<file path="src/rtl/ps2_mouse_pkt_if.sv">
// ps2_mouse_pkt_if: wrapper-side byte handshake plus decoded mouse packet outputs
interface ps2_mouse_pkt_if;
  logic       rx_done_tick;
  logic [7:0] dout;
  logic       tx_done_tick;
  logic       wr_ps2;
  logic [7:0] din;
  logic       init_done;
  logic [8:0] xm;
  logic [8:0] ym;
  logic [2:0] btnm;
  logic       m_done_tick;
  modport master (
    output rx_done_tick, dout, tx_done_tick,
    input  wr_ps2, din, init_done, xm, ym, btnm, m_done_tick
  );
  modport slave (
    input  rx_done_tick, dout, tx_done_tick,
    output wr_ps2, din, init_done, xm, ym, btnm, m_done_tick
  );
endinterface

</file>
<file path="src/rtl/ps2_mouse_pkt.sv">
// ps2_mouse_pkt: enables mouse reporting, then decodes 3-byte packets into xm/ym/btnm (ports: clk, reset, m = slave side of ps2_mouse_pkt_if)
module ps2_mouse_pkt #(
  parameter logic [7:0] INIT_CMD    = 8'hF4,
  parameter logic [7:0] ACK_BYTE    = 8'hFA,
  parameter int         ACK_TIMEOUT = 5000000,
  parameter int         TW          = 23
) (
  input logic          clk,
  input logic          reset,
  ps2_mouse_pkt_if.slave m
);
  typedef enum logic [2:0] {INIT_SEND, INIT_TX, INIT_ACK, PACK1, PACK2, PACK3, DONE} state_t;
  state_t state, state_n;
  logic [TW-1:0] cnt, cnt_inc;
  logic [7:0] b1, b2;
  logic tmo, ack, hdr, last;
  logic       wr_q, init_q, tick_q;
  logic [7:0] din_q;
  logic [8:0] xm_q, ym_q;
  logic [2:0] btn_q;
  assign cnt_inc = cnt + TW'(1);
  // retry fires on the edge where the counter would step onto ACK_TIMEOUT-1, so that
  // SEND plus the TX/ACK wait spans exactly ACK_TIMEOUT cycles between wr_ps2 pulses
  assign tmo  = cnt_inc == TW'(ACK_TIMEOUT - 1);
  assign ack  = state == INIT_ACK && m.rx_done_tick && m.dout == ACK_BYTE;
  assign hdr  = state == PACK1 && m.rx_done_tick && m.dout[3];
  assign last = state == PACK3 && m.rx_done_tick;
  always_comb begin
    state_n = state;
    case (state)
      INIT_SEND: state_n = INIT_TX;
      INIT_TX:   state_n = m.tx_done_tick ? INIT_ACK : tmo ? INIT_SEND : INIT_TX;
      INIT_ACK:  state_n = ack ? PACK1 : tmo ? INIT_SEND : INIT_ACK;
      PACK1:     state_n = hdr ? PACK2 : PACK1;
      PACK2:     state_n = m.rx_done_tick ? PACK3 : PACK2;
      PACK3:     state_n = m.rx_done_tick ? DONE : PACK3;
      DONE:      state_n = PACK1;
      default:   state_n = INIT_SEND;
    endcase
  end
  // outputs load on the edge that takes the third byte, so they are visible during DONE
  always_ff @(posedge clk) begin
    if (reset) begin
      state  <= INIT_SEND;
      cnt    <= '0;
      b1     <= '0;
      b2     <= '0;
      wr_q   <= 1'b0;
      din_q  <= INIT_CMD;
      init_q <= 1'b0;
      tick_q <= 1'b0;
      xm_q   <= '0;
      ym_q   <= '0;
      btn_q  <= '0;
    end else begin
      state  <= state_n;
      cnt    <= (state == INIT_TX || state == INIT_ACK) ? cnt_inc : '0;
      wr_q   <= state == INIT_SEND;
      din_q  <= INIT_CMD;
      init_q <= init_q | ack;
      tick_q <= last;
      if (hdr) b1 <= m.dout;
      if (state == PACK2 && m.rx_done_tick) b2 <= m.dout;
      if (last) begin
        xm_q  <= {b1[4], b2};
        ym_q  <= {b1[5], m.dout};
        btn_q <= b1[2:0];
      end
    end
  end
  assign m.wr_ps2      = wr_q;
  assign m.din         = din_q;
  assign m.init_done   = init_q;
  assign m.m_done_tick = tick_q;
  assign m.xm          = xm_q;
  assign m.ym          = ym_q;
  assign m.btnm        = btn_q;
endmodule

</file>
<file path="src/flat_wrapper.sv">
// flat-port wrapper written by rule: the top's interface ports become plain ports
module ps2_mouse_pkt_flat 
#(
  parameter logic [7:0] INIT_CMD    = 8'hF4,
  parameter logic [7:0] ACK_BYTE    = 8'hFA,
  parameter int         ACK_TIMEOUT = 5000000,
  parameter int         TW          = 23
)
  (clk, reset, m_rx_done_tick, m_dout, m_tx_done_tick, m_wr_ps2, m_din, m_init_done, m_xm, m_ym, m_btnm, m_m_done_tick);
  ps2_mouse_pkt_if m_i ();
  input logic clk;
  input logic reset;
  input wire logic [$bits(m_i.rx_done_tick)-1:0] m_rx_done_tick;
  input wire logic [$bits(m_i.dout)-1:0] m_dout;
  input wire logic [$bits(m_i.tx_done_tick)-1:0] m_tx_done_tick;
  output wire logic [$bits(m_i.wr_ps2)-1:0] m_wr_ps2;
  output wire logic [$bits(m_i.din)-1:0] m_din;
  output wire logic [$bits(m_i.init_done)-1:0] m_init_done;
  output wire logic [$bits(m_i.xm)-1:0] m_xm;
  output wire logic [$bits(m_i.ym)-1:0] m_ym;
  output wire logic [$bits(m_i.btnm)-1:0] m_btnm;
  output wire logic [$bits(m_i.m_done_tick)-1:0] m_m_done_tick;
  assign m_i.rx_done_tick = m_rx_done_tick;
  assign m_i.dout = m_dout;
  assign m_i.tx_done_tick = m_tx_done_tick;
  assign m_wr_ps2 = m_i.wr_ps2;
  assign m_din = m_i.din;
  assign m_init_done = m_i.init_done;
  assign m_xm = m_i.xm;
  assign m_ym = m_i.ym;
  assign m_btnm = m_i.btnm;
  assign m_m_done_tick = m_i.m_done_tick;
  ps2_mouse_pkt #(.INIT_CMD(INIT_CMD), .ACK_BYTE(ACK_BYTE), .ACK_TIMEOUT(ACK_TIMEOUT), .TW(TW)) u_core (.clk(clk), .reset(reset), .m(m_i));
endmodule
</file>
<file path="config.mk">
export PLATFORM = sky130hd
export DESIGN_NAME = ps2_mouse_pkt_flat
export DESIGN_NICKNAME = d
export VERILOG_FILES = /design/src/rtl/ps2_mouse_pkt_if.sv /design/src/rtl/ps2_mouse_pkt.sv /design/src/flat_wrapper.sv
export SDC_FILE = /design/constraint.sdc
export NUM_CORES = 1
export LEC_CHECK = 0
export ABC_AREA = 1
export BUFFER_PORTS_ARGS = -buffer_cell sky130_fd_sc_hd__buf_2
export CAP_MARGIN = 20
export CORE_ASPECT_RATIO = 1.1
export CORE_MARGIN = 5
export CORE_UTILIZATION = 46
export CTS_BUF_LIST = sky130_fd_sc_hd__clkbuf_16
export CTS_CLUSTER_SIZE = 20
export DETAILED_ROUTE_END_ITERATION = 8
export PLACE_DENSITY_LB_ADDON = 0.1
export SLEW_MARGIN = 20
export SYNTH_ARGS = -nofsm -noshare
export SYNTH_HDL_FRONTEND = slang
export SYNTH_SLANG_ARGS = --single-unit
</file>
<file path="constraint.sdc">
create_clock -name clk -period 1.53 [get_ports clk]
set_input_delay 0.306 -clock clk [delete_from_list [all_inputs] [get_ports clk]]
set_output_delay 0.306 -clock clk [all_outputs]
set_load 0.05 [all_outputs]
</file>
==> summary.txt, run 1 <==
Worst hold path
  • Min-Delay Endpoint: u_core.state[0]
  • Hold path depth: 2
  • Min-Delay Path Class: in2reg
  • Hold_sp: reset

Synth
  • Yosys cell types: 29
  • Top cells by area, synth: dfxtp_1, nor2_1, nand2_1
  • Avg Cell Area, Syn: approximately 6.9 um2
  • Post-synth top area share: between 40% and 50%
  • Seq cells post-synth: between 60 and 70
  • Yosys warning total: 0
  • Cell taking the most area after synthesis: dfxtp_1
  • Synth Instances: 415
  • Mapped Area: between 2000 and 3000 um2
  • Sequential element share of the synthesized area: a little over two fifths

Final layout
  • Fin cells: 579
  • Final core utilization: 62.6%
  • N_diodes: 0
  • Area Growth Syn to Fin: 33.6%
  • Filler cell count: 560
  • Nets: between 500 and 600
  • Fraction of layout cells with a size suffix above 1: roughly 28%

Routing
  • Via Count: 2,846
  • # DRC: 0
  • DRT iter0 DRCs: between 100 and 150
  • Initial DRT Pass Iterations: 4
  • Routed wire per std cell: about 13 um
  • Total routed wirelength: roughly 7400 um
  • Avg Vias per Cell: between 4 and 5
  • Routed Antenna Nets: 0

Setup path
  • CP Max Fanout: 3
  • R2R Path End: u_core.state[1]
  • Worst R2R Start: u_core.cnt[11]
  • Data arrival, critical path: slightly below 2 ns
  • CP Class: reg2reg
  • Worst Setup End Kind: register
  • Reg-to-reg setup timing slack: -0.19 ns
  • Worst R2R Path Depth: 11
  • Critical path launch point type: register
  • CP Data Required Time: between 1.5 and 2 ns

Place
  • Dpl ws: -0.262 ns
  • PortBufs: 35
  • Post-DP HPWL: roughly 5200 um
  • Gp weighted congestion: between 0.8 and 0.9
  • Number of placed instances, taps included: about 560

Power
  • Tot Pwr: approximately 4.1 mW
  • Pwr Density: 1080 nW/um2
  • LEAKAGE: approximately 1.7 nW
  • Maximum VDD drop: roughly 900 uV

Clock network
  • CTS Hold Bufs: 0
  • Root buf cell: clkbuf_16
  • # H-tree levels: 3
  • TritonCTS buffer count: 9
  • Max clock buf depth: 2
  • Clk_lat worst skew: approximately 0.33 ns
  • Worst-path clk slew: approximately 0.050 ns
  • CTS Sinks: 63
  • TritonCTS clock tree: built

Floorplan
  • Overall die height: 92.8 um
  • Row count: 30
  • Initial Util: ~47%
  • Core outline area: between 6000 and 7000 um2
  • Die X: 85.3 um
  • Total die area: slightly below 8000 um2
  • IO Pins: 44

STA
  • Fin crit share: 112%
  • Final setup vio count: 2
  • RSZ-0062 raised after global routing: yes
  • Slew Viols, Final: 0
  • Fmax: between 500 and 600 MHz
  • Clock Skew: about 0.0052 ns
  • Final WS setup: -0.188 ns
  • Fin. Hold Viols: 0
  • Hold WS: around 0.23 ns
  • Final worst path period need: ~1.7 ns

Status
  • Status: finished with violations
  • Failing checks: setup timing

Global route
  • Global-route wire length before repair: 12,400 um
  • Largest net degree at the start of global routing: 35
  • Grt total ovfl: 0
  • Initial antenna violation count: 0
  • GRT Overall Usage: between 15 and 20%
  • Number of global-route vias before repair: 2,822

Job
  • Max-cap viol count: 0
how the worst max path moves through the flow:
stage          cells past startpoint      startpoint               to
2_1_floorplan                     10   u_core.cnt[1]  u_core.state[1]
3_3_place_gp                      12   u_core.cnt[2]  u_core.state[1]
3_5_place_dp                      12   u_core.cnt[2]  u_core.state[1]
4_1_cts                           10   u_core.cnt[1]  u_core.state[1]
5_1_grt                           13  u_core.cnt[11]  u_core.state[1]
6_report                          11  u_core.cnt[11]  u_core.state[1]
state kept, by name (all words and copies together) (netlist names):
| register | flops |
|---|---|
| u_core.b1 | 5 |
| u_core.b2 | 8 |
| u_core.cnt | 23 |
| u_core.m.btnm | 3 |
| u_core.m.init_done | 1 |
| u_core.m.m_done_tick | 1 |
| u_core.m.wr_ps2 | 1 |
| u_core.m.xm | 9 |
| u_core.m.ym | 9 |
| u_core.state | 3 |
layer usage:
metal / vias up / track usage (%) / share of wire [%] / wire [um]
li1: 1467 / - / - / -
met1: 1295 / 21.3 / 42 / 3090
met2: 64 / 34.9 / 51 / 3750
met3: 20 / 5.25 / 3.6 / 267
met4: 0 / 10.6 / 3.5 / 257
met5: - / 0 / 0 / 0
synthesized netlist by cell type:
library cell,number
nor2_8,1
buf_2,1
nand3b_1,3
nor3_1,6
nand3_2,1
nand2_2,2
dfxtp_1,63
inv_1,35
o311ai_0,1
nor2_4,3
clkbuf_1,10
buf_4,8
xnor2_1,2
ha_1,2
nand2_4,2
nand4_1,7
o21ai_1,4
nor2_2,2
nand2_1,79
a21oi_1,18
nor2_1,106
inv_2,1
o21ai_0,34
nand3_1,16
nor3b_1,1
conb_1,2
a211oi_1,1
xor2_1,2
o21bai_1,2
metrics by stage:
stage | setup TNS (ns) | cell area (um2)
floorplan | -0.0117 | 2910
global placement | -0.420 | 3420
detailed placement | -0.506 | 3420
CTS | -0.314 | 3760
global route | -0.760 | 3830
finish | -0.360 | 3830
power breakdown:
| group | leakage (nW) | switching [mW] | internal, mW |
|---|---|---|---|
| sequential | 0.515 | 0.0215 | 1.67 |
| combinational | 1.05 | 0.194 | 0.0619 |
| clock | 0.158 | 0.763 | 1.43 |
critical path: stages, from the launching register on:
cell and delay (ns):
dfxtp_1 0.38, nand2_1 0.11, nor2_2 0.17, nand2_1 0.13, o21ai_1 0.20, nand2_1 0.08
nor2_1 0.12, nand3_1 0.09, nor2_1 0.11, nand2_1 0.08, nand2_1 0.06, a21oi_1 0.06
kinds of logic after synthesis:
group                    after synthesis  synth area share, %
flip-flops                            63                 44.0
other                                  2                0.262
XOR/XNOR                               4                 1.22
AO/OA/AOI/OAI                         60                 10.9
AND/OR/NAND/NOR                      229                 34.5
adder cells (fa/ha/maj)                2                0.872
buffers and inverters                 55                 8.29
what timing repair did:
action | CTS | global route
endpoints found under the hold margin | 0 | 0
pin swaps | 4 | 4
resized for setup | 9 | 24
setup endpoints to repair | 2 | 12
setup buffers | 0 | 2
final cells by class:
type / count / area, um2 / area share (%)
Clock buffer: 9 / 225 / 5.88
Multi-Input combinational cell: 303 / 1470 / 38.5
Timing Repair Buffer: 81 / 520 / 13.6
Tap cell: 80 / 100 / 2.61
Clock inverter: 7 / 96.3 / 2.51
Inverter: 36 / 135 / 3.53
Sequential cell: 63 / 1280 / 33.4
placed cells by master, fill, tap and decap left out, drive strengths merged:
cell type  count
nand3         17
clkbuf         9
nor2         112
clkinv         4
a21oi         18
inv           37
a211oi         1
xnor2          2
o311ai         1
xor2           2
bufinv         2
o21bai         2
buf           81
o21ai         38
ha             2
nand4          7
nor3b          1
dfxtp         63
nor3           6
conb           8
nand3b         3
nand2         83
Power figures use the tool's default switching activity.
==> run 2: changes to the inputs <==
- CORE_UTILIZATION: 46 -> 51
- SETUP_SLACK_MARGIN: default -> 0.05
==> run 2 against run 1 <==
  * Cell count down 0.35%
  * Via count up 0.63%
  * Total power down 6.6%
  * Wire length down 2.2%
  * Cell area down 0.23%
  * Largest cell class unchanged
  * Largest power group unchanged
  * Sequential power about the same
  * Clock skew up 0.0025 ns
  * Worst setup slack better by 0.021 ns
  * The flow still finishes with violations (setup timing)
==> summary.txt, run 2 (same netlist as run 1, synthesis figures left out) <==
Routing
  • Total routed wirelength: 7210 um (-2.2%)
  • Via Count: 2,864 (+0.63%)
  • # DRC: 0 (unchanged)
  • Avg Vias per Cell: 4.96 (+0.98%)
  • Routed Antenna Nets: 0 (unchanged)
  • Routed wire per std cell: 12.5 um (-1.9%)
  • DRT iter0 DRCs: 124 (-6.8%)
  • Initial DRT Pass Iterations: 4 (unchanged)

Global route
  • GRT Overall Usage: 21.9% (+2.1 points)
  • Global-route wire length before repair: 12,100 um (-2.8%)
  • Largest net degree at the start of global routing: 26 (-26%)
  • Initial antenna violation count: 0 (unchanged)
  • Grt total ovfl: 0 (unchanged)
  • Number of global-route vias before repair: 2,836 (+0.50%)

Clock network
  • Worst-path clk slew: 0.05 ns (about the same)
  • CTS Sinks: 63 (unchanged)
  • TritonCTS buffer count: 9 (unchanged)
  • Root buf cell: clkbuf_16
  • CTS Hold Bufs: 0 (unchanged)
  • # H-tree levels: 3 (unchanged)
  • Clk_lat worst skew: 0.33 ns (about the same)
  • Max clock buf depth: 2 (unchanged)
  • TritonCTS clock tree: built

STA
  • Fmax: 589 MHz (+1.2%)
  • Fin. Hold Viols: 0 (unchanged)
  • Final setup vio count: 2 (unchanged)
  • RSZ-0062 raised after global routing: yes
  • Fin crit share: 111% (-1.3 points)
  • Clock Skew: 0.00764 ns (+0.00246 ns)
  • Final WS setup: -0.168 ns (+0.0206 ns)
  • Final worst path period need: 1.70 ns (-0.0206 ns)
  • Slew Viols, Final: 0 (unchanged)

Power
  • LEAKAGE: 1.74 nW (+0.72%)
  • Tot Pwr: 3.86 mW (-6.6%)
  • Maximum VDD drop: 760 uV (-15%)
  • Pwr Density: 1010 nW/um2 (-6.4%)

Setup path
  • CP Data Required Time: 1.75 ns (about the same)
  • Data arrival, critical path: 1.92 ns (about the same)
  • CP Class: reg2reg
  • Worst Setup End Kind: register
  • Critical path launch point type: register
  • CP Max Fanout: 6 (+3)

Floorplan
  • Die X: 81.5 um (-4.4%)
  • Core outline area: 5430 um2 (-11%)
  • Overall die height: 88.6 um (-4.5%)
  • IO Pins: 44 (unchanged)
  • Row count: 28 (-6.7%)
  • Total die area: 7220 um2 (-8.7%)
  • Initial Util: 52.8% (+5.9 points)

Final layout
  • Area of the multi-input gates: 1480 um2 (+0.51%)
  • Area Growth Syn to Fin: 33.3%
  • Fin cells: 577 (-0.35%)
  • Most flops, register: u_core.cnt
  • Max reg flops: 23 (unchanged)
  • N_diodes: 0 (unchanged)
  • Nets: 511 (+0.59%)
  • Storage element area: 1270 um2 (-0.49%)
  • Filler cell count: 434 (-23%)
  • Most frequent cells in the layout: nor2_1, nand2_1, dfxtp_1
  • Commonest non-fill, non-tap cell in the layout: nor2_1
  • Fraction of layout cells with a size suffix above 1: 27.9% (-0.37 points)

Job
  • Max-cap viol count: 0 (unchanged)

Place
  • Post-DP HPWL: 5130 um (-2.3%)
  • PortBufs: 35 (unchanged)
  • Number of placed instances, taps included: 559 (-0.36%)
  • Gp weighted congestion: 0.872 (-2.3%)

Status
  • Failing checks: setup timing
  • Status: finished with violations

Worst hold path
  • Min-Delay Path Class: in2reg
[run 2: routing by layer]
layer	part of all wire [%]	track usage, %	routed length (um)
met5	0	0	0
met4	2.6	11.2	186
met3	3.6	4.48	263
met2	52	40.7	3750
met1	42	22.9	3000
[run 2: path summary, 6_finish.rpt]
kind	end	startpoint	slack (ns)	cells after the start
worst max-delay path	u_core.state[0]	u_core.cnt[1]	-0.17	14
worst min-delay path	u_core.state[0]	reset	0.23	2
worst max register to register	u_core.state[0]	u_core.cnt[1]	-0.17	14
worst min register to register	u_core.cnt[0]	u_core.cnt[0]	0.44	1
[run 2: layout make-up]
| cell class | instances | share of cell area [%] |
|---|---|---|
| clock buffers | 10 | 6.54 |
| clock inverters | 6 | 0.884 |
| inverters | 36 | 3.53 |
| multi-input cells | 303 | 38.7 |
| flip-flops and latches | 63 | 33.3 |
| well taps | 75 | 2.45 |
| repair buffers | 84 | 14.5 |
[run 2: worst max-delay path: stages, from the launching register on]
cell and delay (ns):
dfxtp_4 0.37, ha_4 0.16, nand2_4 0.05, nor2_4 0.16
nand2_2 0.10, nand2_1 0.07, nand2_1 0.06, nor2_1 0.09
nand2_1 0.06, nor2_1 0.11, nand2_1 0.06, nor2_1 0.09
nand2_1 0.07, nand2_1 0.08, a21oi_2 0.05
[run 2: metrics by stage]
stage	worst slack (ns)	util (%)	area, um2	setup TNS (ns)	hold slack (ns)
after CTS	-0.145	69.0	3750	-0.290	0.224
after floorplan	-0.00687	-	2910	-0.0117	0.375
after detailed placement	-0.254	63.2	3430	-0.504	0.446
final	-0.168	70.4	3820	-0.318	0.226
after global placement	-0.179	63.2	3430	-0.353	0.439
after global routing	-0.342	70.4	3820	-0.957	0.249
[run 2: where the power goes]
part | internal (mW) | total, mW | switching (mW)
clock network | 1.18 | 1.91 | 0.730
registers | 1.67 | 1.69 | 0.0232
logic | 0.0697 | 0.265 | 0.195
[run 2: what timing repair did]
item                       in CTS  in global routing
setup endpoints to repair       3                 16
pin swaps                       6                  2
cloned                          0                  0
gates resized for setup         8                 24
setup buffers                   1                  1
==> run 3: changes to the inputs <==
- ABC_AREA: 1 -> 0
- CORE_UTILIZATION: 51 -> 50
==> run 3 against run 2 <==
  * The flow still finishes with violations (setup timing)
  * Total power rose by 21%
  * Flip-flop and latch count did not move
  * Sequential power rose by 3%
  * Cell area rose by 2.8%
  * Area after synthesis fell by 5.8%
  * Cell count fell by 15%
  * Register-to-register slack got worse by 0.43 ns
  * Worst setup slack got worse by 0.43 ns
  * Clock skew fell by 0.0037 ns
  * Critical path depth fell by 7
  * Non-clock buffer count rose by 15
  * Highest routed layer unchanged
==> summary.txt, run 3 <==
STA
  • Final WS setup: -0.594 ns (-0.426 ns)
  • Clock Skew: 0.00389 ns (-0.00375 ns)
  • Final setup vio count: 15 (+13)
  • Fmax: 471 MHz (-20%)
  • Final worst path period need: 2.12 ns (+0.426 ns)
  • Fin crit share: 139% (+28 points)
  • Hold WS: 0.206 ns (-0.0202 ns)
  • RSZ-0062 raised after global routing: yes
  • Fin. Hold Viols: 0 (unchanged)
  • Slew Viols, Final: 0 (unchanged)
  • Final setup TNS: -2.89 ns (-2.57 ns)

Final layout
  • Most frequent cells in the layout: dfxtp_1, buf_4, nand2_1
  • Finished Cell Area: 3930 um2 (+2.8%)
  • Max reg flops: 23 (unchanged)
  • Fin cells: 490 (-15%)
  • Nets: 424 (-17%)
  • N_diodes: 0 (unchanged)
  • Most flops, register: u_core.cnt
  • Commonest non-fill, non-tap cell in the layout: dfxtp_1
  • Area Growth Syn to Fin: 45.4%
  • Fraction of layout cells with a size suffix above 1: 35.7% (+7.8 points)

Setup path
  • Worst Setup End Kind: register
  • Crit path largest cell delay: 0.43 ns (+0.06 ns)
  • Delay-heaviest family, CP: simple AND/OR/NAND/NOR gates
  • CP Class: reg2reg
  • CP Max Fanout: 2 (-4)
  • Buf+Inv Stages, Crit Path: 1 (+1)
  • Slowest cell on crit path: or4_1
  • Data arrival, critical path: 2.32 ns (+0.40 ns)
  • CP Data Required Time: 1.73 ns (-0.02 ns)
  • Critical path launch point type: register
  • Critical path cell sequence: inv_1 -> ha_1 -> or4b_1 -> or4_1 -> a2111o_1 -> o41ai_2 -> nand3_1

Synth
  • Xor-xnor portion of the synthesized cell area: 8.10% (+6.9 points)
  • Largest family of logic cells by synthesized area: simple AND/OR/NAND/NOR gates
  • Top cells by area, synth: dfxtp_1, nand2_1, nor2_1
  • Avg Cell Area, Syn: 8.47 um2 (+23%)
  • Share of synthesized registers carrying an async set or reset: 0% (unchanged)
  • Yosys cell types: 40 (+38%)
  • Number of synthesized flops with an enable pin: 0 (unchanged)
  • Mapped Area: 2700 um2 (-5.8%)
  • Post-synthesis mux area share: 4.81% (+4.8 points)
  • Seq cells post-synth: 63 (unchanged)
  • Cell with the most instances after synthesis: dfxtp_1
  • Top FF cell, synth: dfxtp_1
  • Post-synth top area share: 46.7% (+2.7 points)
  • Synth Instances: 319 (-23%)
  • Adder-Cell Fraction of Synth Area: 0.926% (+0.053 points)
  • Cell taking the most area after synthesis: dfxtp_1
  • Yosys warning total: 0 (unchanged)
  • Compound-cell area share of the yosys netlist: 9.31% (-1.6 points)
  • Post-synth top cells: dfxtp_1, nand2_1, nor2_1
  • Post-Synth Simple-Gate Area: 24.5% (-10 points)
  • Sequential element share of the synthesized area: 46.7% (+2.7 points)

Clock network
  • CTS Hold Bufs: 0 (unchanged)
  • Clk_lat worst skew: 0.32 ns (about the same)
  • # H-tree levels: 3 (unchanged)
  • TritonCTS buffer count: 9 (unchanged)
  • TritonCTS clock tree: built
  • CTS Sinks: 63 (unchanged)
  • Max clock buf depth: 2 (unchanged)
  • Worst-path clk slew: 0.05 ns (about the same)
  • Root buf cell: clkbuf_16

Place
  • Post-DP HPWL: 4310 um (-16%)
  • PortBufs: 35 (unchanged)
  • Gp weighted congestion: 0.873 (about the same)
  • Number of placed instances, taps included: 464 (-17%)
  • Placed instance area: 3310 um2 (-3.6%)

Global route
  • Grt total ovfl: 0 (unchanged)
  • Largest net degree at the start of global routing: 39 (+50%)
  • GRT met1 Usage: 21.8% (-1.1 points)
  • Global route hottest layer: met2
  • Global-route met2 utilization: 33.1% (-7.7 points)
  • Number of global-route vias before repair: 2,300 (-19%)
  • Global-route wire length before repair: 10,300 um (-15%)
  • Met3 usage: 3.62% (-0.86 points)
  • GRT Overall Usage: 18.9% (-3.0 points)
  • Initial antenna violation count: 0 (unchanged)

Routing
  • Routed wire per std cell: 14.0 um (+12%)
  • Routed Antenna Nets: 0 (unchanged)
  • Avg Vias per Cell: 5.05 (+1.8%)
  • # DRC: 0 (unchanged)
  • Via Count: 2,475 (-14%)
  • Total routed wirelength: 6840 um (-5.1%)
  • Initial DRT Pass Iterations: 5 (+1)
  • DRT iter0 DRCs: 93 (-25%)

Worst hold path
  • Min-Delay Path Class: in2reg

Floorplan
  • Row count: 28 (unchanged)
  • Core outline area: 5330 um2 (-1.9%)
  • Die X: 80.1 um (-1.7%)
  • IO Pins: 44 (unchanged)
  • Initial Util: 50.8% (-2.1 points)
  • Overall die height: 87.1 um (-1.7%)
  • Total die area: 6980 um2 (-3.4%)

Power
  • Maximum VDD drop: 702 uV (-7.6%)
  • Pwr Density: 1190 nW/um2 (+18%)
  • LEAKAGE: 1.63 nW (-6.1%)
  • Tot Pwr: 4.67 mW (+21%)

Status
  • Failing checks: setup timing
  • Status: finished with violations

Job
  • Max-cap viol count: 0 (unchanged)
## run 3: timing repair
item | CTS | global route
cloned | 0 | 0
gates resized for setup | 19 | 28
setup endpoints to repair | 14 | 22
buffers inserted | 3 | 8
pin swaps | 8 | 14
## run 3: worst paths after layout
check                      start               to  slack (ns)  depth (start not counted)
setup / recovery   u_core.cnt[0]  u_core.state[0]       -0.59                          7
hold / removal             reset  u_core.state[1]        0.21                          2
hold reg to reg   u_core.m.ym[5]   u_core.m.ym[5]        0.45                          2
setup reg to reg   u_core.cnt[0]  u_core.state[0]       -0.59                          7
## run 3: layout make-up
| class | instances | area, um2 |
|---|---|---|
| timing repair buffer | 99 | 718 |
| multi-input combinational | 231 | 1490 |
| sequential | 63 | 1270 |
| fill | 414 | 1400 |
| clock inverter | 7 | 113 |
| tap | 75 | 93.8 |
| inverter | 6 | 22.5 |
| clock buffer | 9 | 225 |
## run 3: cell families (layout without fill, tap and decap cells)
| family | Yosys count | after routing |
|---|---|---|
| AO/OA/AOI/OAI | 41 | 41 |
| XOR/XNOR | 25 | 25 |
| adder cells (fa/ha/maj) | 2 | 2 |
| buffers and inverters | 31 | 121 |
| flip-flops | 63 | 63 |
| multiplexers | 13 | 13 |
| other | 2 | 8 |
| AND/OR/NAND/NOR | 142 | 142 |
## run 3: metrics by stage
step	worst slack, ns	utilization [%]
2_1_floorplan	-0.521	-
3_3_place_gp	-0.612	62.2
3_5_place_dp	-0.643	62.2
4_1_cts	-0.605	70.3
5_1_grt	-0.680	73.8
6_report	-0.594	73.8
## run 3: per-layer routing
metal  share of wire, %  vias up
met3                3.1       16
met1                 42     1171
li1                   -     1241
met2                 52       47
met4                2.6        0
met5                  0        -
## run 3: worst reg2reg max path: stages, from the launching register on
cell and delay, ns:
dfxtp_2 0.31, inv_1 0.05, ha_1 0.13, or4b_1 0.42
or4_1 0.43, a2111o_1 0.36, o41ai_2 0.21, nand3_1 0.10
## run 3: where the power goes
| group | total [mW] | switching [mW] | internal, mW | leakage [nW] |
|---|---|---|---|---|
| logic | 0.646 | 0.389 | 0.257 | 0.948 |
| registers | 1.74 | 0.0336 | 1.70 | 0.513 |
| clock network | 2.29 | 0.706 | 1.58 | 0.171 |
| total | 4.67 | 1.13 | 3.54 | 1.63 |
